[config.mk]
export PLATFORM = sky130hd
export DESIGN_NAME = s2p_rx_flat
export DESIGN_NICKNAME = d
export VERILOG_FILES = /design/src/rtl/serial_pkg.sv /design/src/rtl/s2p_rx_if.sv /design/src/rtl/s2p_rx.sv /design/src/flat_wrapper.sv
export SDC_FILE = /design/constraint.sdc
export NUM_CORES = 1
export LEC_CHECK = 0
export BUFFER_PORTS_ARGS = -buffer_cell sky130_fd_sc_hd__buf_4
export CELL_PAD_IN_SITES_DETAIL_PLACEMENT = 0
export CELL_PAD_IN_SITES_GLOBAL_PLACEMENT = 1
export CORE_MARGIN = 1.5
export CORE_UTILIZATION = 40
export DETAILED_ROUTE_END_ITERATION = 8
export PLACE_DENSITY_LB_ADDON = 0.1
export SYNTH_ARGS = -nofsm -noshare
export SYNTH_HDL_FRONTEND = slang
export SYNTH_SLANG_ARGS = --single-unit
[constraint.sdc]
create_clock -name clk -period 1.53 [get_ports clk]
set_clock_uncertainty 0.1 [all_clocks]
set_input_delay 0.306 -clock clk [delete_from_list [all_inputs] [get_ports clk]]
set_output_delay 0.306 -clock clk [all_outputs]
set_load 0.02 [all_outputs]
[src/rtl/serial_pkg.sv]
// Shared types for the serial link (p2s / s2p_rx).
// Receiver state and default word width.
package serial_pkg;

  localparam int DEFAULT_WORD_W = 4;

  typedef enum logic {
    COLLECT = 1'b0,
    STALL   = 1'b1
  } rx_state_t;

endpackage

[src/rtl/s2p_rx_if.sv]
// Serial-in and parallel-out handshake bundle for s2p_rx.
// master drives the link, slave is the receiver.
interface s2p_rx_if
  import serial_pkg::*;
#(
  parameter int N = DEFAULT_WORD_W
);

  logic         ser_valid;
  logic         ser_data;
  logic         ser_ready;
  logic         flush;
  logic         par_ready;
  logic         par_valid;
  logic [N-1:0] par_data;

  modport master (
    output ser_valid,
    output ser_data,
    output flush,
    output par_ready,
    input  ser_ready,
    input  par_valid,
    input  par_data
  );

  modport slave (
    input  ser_valid,
    input  ser_data,
    input  flush,
    input  par_ready,
    output ser_ready,
    output par_valid,
    output par_data
  );

endinterface

[src/rtl/s2p_rx.sv]
// Double-buffered LSB-first serial-to-parallel receiver.
// Shift register fills while the output register holds a word.
module s2p_rx
  import serial_pkg::*;
#(
  parameter int N = DEFAULT_WORD_W
) (
  input  logic      clk,
  input  logic      rstn,
  s2p_rx_if.slave   bus
);

  localparam int CNT_W = $clog2(N);

  rx_state_t    state_q, state_d;
  logic [CNT_W-1:0] cnt_q, cnt_d;
  logic [N-1:0] sreg_q, sreg_d;
  logic [N-1:0] pdata_q;
  logic         pvalid_q;

  logic         ready;
  logic         load;
  logic [N-1:0] word;
  logic [N-1:0] shifted;
  logic         last;
  logic         drain;

  assign shifted = {bus.ser_data, sreg_q[N-1:1]};
  assign last    = (cnt_q == CNT_W'(N-1));
  assign drain   = pvalid_q && bus.par_ready;

  assign bus.ser_ready = ready;
  assign bus.par_valid = pvalid_q;
  assign bus.par_data  = pdata_q;

  // Next state, bit counter, shift register and output-load decision.
  always_comb begin
    state_d = state_q;
    cnt_d   = cnt_q;
    sreg_d  = sreg_q;
    ready   = 1'b0;
    load    = 1'b0;
    word    = sreg_q;
    unique case (state_q)
      COLLECT: begin
        ready = !bus.flush;
        if (bus.flush) begin
          cnt_d  = '0;
          sreg_d = '0;
        end else if (bus.ser_valid) begin
          sreg_d = shifted;
          if (last) begin
            cnt_d = '0;
            if (!pvalid_q || drain) begin
              load = 1'b1;
              word = shifted;
            end else begin
              state_d = STALL;
            end
          end else begin
            cnt_d = cnt_q + 1'b1;
          end
        end
      end
      STALL: begin
        if (bus.flush) begin
          cnt_d   = '0;
          sreg_d  = '0;
          state_d = COLLECT;
        end else if (bus.par_ready) begin
          load    = 1'b1;
          word    = sreg_q;
          state_d = COLLECT;
        end
      end
      default: state_d = COLLECT;
    endcase
  end

  // State, bit counter and shift register.
  always_ff @(posedge clk or negedge rstn) begin
    if (!rstn) begin
      state_q <= COLLECT;
      cnt_q   <= '0;
      sreg_q  <= '0;
    end else begin
      state_q <= state_d;
      cnt_q   <= cnt_d;
      sreg_q  <= sreg_d;
    end
  end

  // Output register: load a new word, else clear valid on drain.
  always_ff @(posedge clk or negedge rstn) begin
    if (!rstn) begin
      pdata_q  <= '0;
      pvalid_q <= 1'b0;
    end else if (load) begin
      pdata_q  <= word;
      pvalid_q <= 1'b1;
    end else if (drain) begin
      pvalid_q <= 1'b0;
    end
  end

endmodule

[src/flat_wrapper.sv]
// flat-port wrapper written by rule: the top's interface ports become plain ports
module s2p_rx_flat import serial_pkg::*;
#(
  parameter int N = DEFAULT_WORD_W
)
  (clk, rstn, bus_ser_valid, bus_ser_data, bus_flush, bus_par_ready, bus_ser_ready, bus_par_valid, bus_par_data);
  s2p_rx_if #(.N(N)) bus_i ();
  input  logic clk;
  input  logic rstn;
  input wire logic [$bits(bus_i.ser_valid)-1:0] bus_ser_valid;
  input wire logic [$bits(bus_i.ser_data)-1:0] bus_ser_data;
  input wire logic [$bits(bus_i.flush)-1:0] bus_flush;
  input wire logic [$bits(bus_i.par_ready)-1:0] bus_par_ready;
  output wire logic [$bits(bus_i.ser_ready)-1:0] bus_ser_ready;
  output wire logic [$bits(bus_i.par_valid)-1:0] bus_par_valid;
  output wire logic [$bits(bus_i.par_data)-1:0] bus_par_data;
  assign bus_i.ser_valid = bus_ser_valid;
  assign bus_i.ser_data = bus_ser_data;
  assign bus_i.flush = bus_flush;
  assign bus_i.par_ready = bus_par_ready;
  assign bus_ser_ready = bus_i.ser_ready;
  assign bus_par_valid = bus_i.par_valid;
  assign bus_par_data = bus_i.par_data;
  s2p_rx #(.N(N)) u_core (.clk(clk), .rstn(rstn), .bus(bus_i));
endmodule
==> reports/results.ini <==
[sta]
timing.final.max_slew_violations = 0
period_share_pct = 95.2
fmaxAchievable_mhz = 686
setup_viol = 0
timing.final.ws_setup_ns = 0.0733
hold_violations = 0
slew_headroom_pct = 77.9
rsz_0062_raised_after_global_routing = no
fin_tns_setup_ns = 0
final.min_clock_period_ns = 1.46
tightest_slew_ns = 0.330

[setup_path]
cp-start-kind = flop
crit_family = flip-flops
critical_path.cell_chain = nor2_2, buf_4
worst_r2r_path_depth = 3
critical_path_buf_inv_count = 1
highest_fanout_seen_on_the_critical_path = 5
timing_worst_setup_path_type = reg -> out
cp.arrival_ns = 1.05
peak_per_stage_delay_on_the_critical_path_ns = 0.44
timing.critical_path.depth = 2
worstPathRequired_ns = 1.12
worst_path_max_delay_cell = sky130_fd_sc_hd__dfrtp_1
critPathCaptureType = output pin

[worst_hold_path]
hp-class = in -> reg
hold_path_depth = 2

[grt]
global_route.usage.total_pct = 14.8
grt_start_max_net_pins = 13
overflow = 0
first_global_vias = 353
grt_antenna_before_repair = 0
grt_first_pass_wirelength_um = 1580

[power]
sequentialPowerShare_pct = 50.5
leakage_nw = 0.388
power.share.switching_pct = 23.0
total_power_w = 0.000668
comb_power_share_pct = 12.3
internal_power_w = 0.000515
clock_power_share_pct = 37.2
max-vdd-ir-drop_mv = 0.437
power-per-cell-area_nw_per_um2 = 911
switchingPower_w = 0.000153

[routing]
detail_route.wirelength.met1_um = 485
drt_total_wl_um = 1010
drt_iter0_drc = 5
ant_nets = 0
drcViolationCount = 0
wire_per_inst_um = 12.7
topRoutingLayerUsed = met4
wire_length_on_met3_um = 55
vias = 412
routed-wl-met2_um = 464
routed_via_density = 5.15
firstDrtPassIters = 4

[clock_network]
cts_max_level = 1
cts_tree = yes
clock_tree.buffer_depth = 2
post-cts-setup-buffers = 0
root_buffer = sky130_fd_sc_hd__clkbuf_4
clock_buffers_created_by_tritoncts = 3
cts.hold.buffers_added = 1
clk_latency_ns = 0.27
clk_pin_slew_ns = 0.07
ctsResizeCount = 0
cts_num_sinks = 12

[floorplan]
initial_util_pct = 44.0
die_ht_um = 41.3
io_pins = 12
die_width_um = 41.3
design.core.area_um2 = 1330
placement_rows = 13
die-area_um2 = 1710

[finish]
syn2layout_area_growth_pct = 24.9
layout.cells.non_filler = 80
layout.core_utilization_pct = 55.0
mostFrequentLayoutCells = sky130_fd_sc_hd__buf_4, sky130_fd_sc_hd__dfrtp_1, sky130_fd_sc_hd__nand2_1, sky130_fd_sc_hd__a21oi_1
design.final.nets = 73
antennaDiodeCount = 0
post_route_cells_drive_above_1_share_pct = 35.4

[place]
detailedPlace.worstSlack_ns = 0.0675
post-place-cells = 75
routabilityCongestion = 0.717
port_buffers = 11
post-dp-hpwl_um = 790

[logic_synthesis]
syn_std_cell_area_um2 = 587
ys_seq_elements = 12
synth_fp_nets = 56
syn-mean-instance-area_um2 = 12.0
share_of_synthesized_area_occupied_by_flip_flops_and_latches_pct = 51.2
netlist-cell-type-count = 16
synthCells = 49
synth.yosys.warnings = 0

[run]
maxCapViolations = 0

[outcome]
outcome = finished, final reports clean

worst register-to-register path: cells and delay by family (launching register included):
family	cells	cell delay, ns
DFF	1	0.45
and+or+nand+nor	1	0.14
muxes	2	0.58
flip-flops by register name (all words and copies together), names as in the netlist:
signal                cells
u_core.bus.par_data       4
u_core.bus.par_valid      1
u_core.cnt_q              2
u_core.sreg_q             4
u_core.state_q            1
layer usage:
layer	GRT usage, %	up-vias
met2	23.4	12
met1	18.9	197
met3	3.19	2
met5	0	-
met4	7.26	0
li1	-	201
Yosys cell counts, drive strengths merged:
cell type,number,area (um2)
a31oi,1,6.26
or3,1,6.26
nor2b,1,6.26
nor2,1,3.75
ha,1,12.5
mux2,8,105
nand2,11,41.3
a21oi,6,30.0
buf,1,11.3
nand3b,1,20.0
nor3,1,5.00
dfrtp,12,300
nand2b,2,12.5
nand3,1,5.00
nand4,1,21.3
final timing paths:
path | end | slack (ns) | from
worst max-delay path | bus_ser_ready | 0.07 | u_core.state_q$_DFF_PN0_
min in group asynchronous | u_core.bus.par_data[2]$_DFFE_PN0P_ | 0.31 | rstn
max in group asynchronous | u_core.state_q$_DFF_PN0_ | 0.87 | rstn
worst min register to register | u_core.sreg_q[0]$_DFFE_PN0P_ | 0.43 | u_core.sreg_q[0]$_DFFE_PN0P_
worst max register to register | u_core.bus.par_data[2]$_DFFE_PN0P_ | 0.16 | u_core.state_q$_DFF_PN0_
worst min-delay path | u_core.state_q$_DFF_PN0_ | 0.14 | bus_par_ready
logic make-up (layout without fill, tap and decap cells):
| group | count (synthesis) | after routing | synth area share (%) |
|---|---|---|---|
| AOI/OAI and AO/OA | 7 | 7 | 6.18 |
| muxes | 8 | 8 | 17.9 |
| and+or+nand+nor | 20 | 20 | 20.7 |
| adders and majority gates | 1 | 1 | 2.13 |
| DFF | 12 | 12 | 51.2 |
| buffers and inverters | 1 | 17 | 1.92 |
metrics by stage:
stage	instance area, um2	hold slack [ns]
CTS	733	0.128
finish	733	0.136
floorplan	589	-0.0896
global route	733	0.139
global placement	687	0.0553
detailed placement	687	0.0557
layout make-up:
class	count	area, um2
timing repair buffer	13	100
multi-input combinational	36	278
tap	15	18.8
clock buffer	4	36.3
sequential	12	300
fill	124	601
power groups by stage:
| stage | clock network (W) | logic, W | registers, W |
|---|---|---|---|
| 6_report | 0.000249 | 0.0000820 | 0.000338 |
| 5_1_grt | 0.000269 | 0.0000915 | 0.000340 |
| 4_1_cts | 0.000257 | 0.0000839 | 0.000338 |
| 3_5_place_dp | 0 | 0.0000817 | 0.000345 |
| 3_3_place_gp | 0 | 0.0000816 | 0.000345 |
| 2_1_floorplan | 0 | 0.0000381 | 0.000350 |
(Power assumes the default switching activity.)
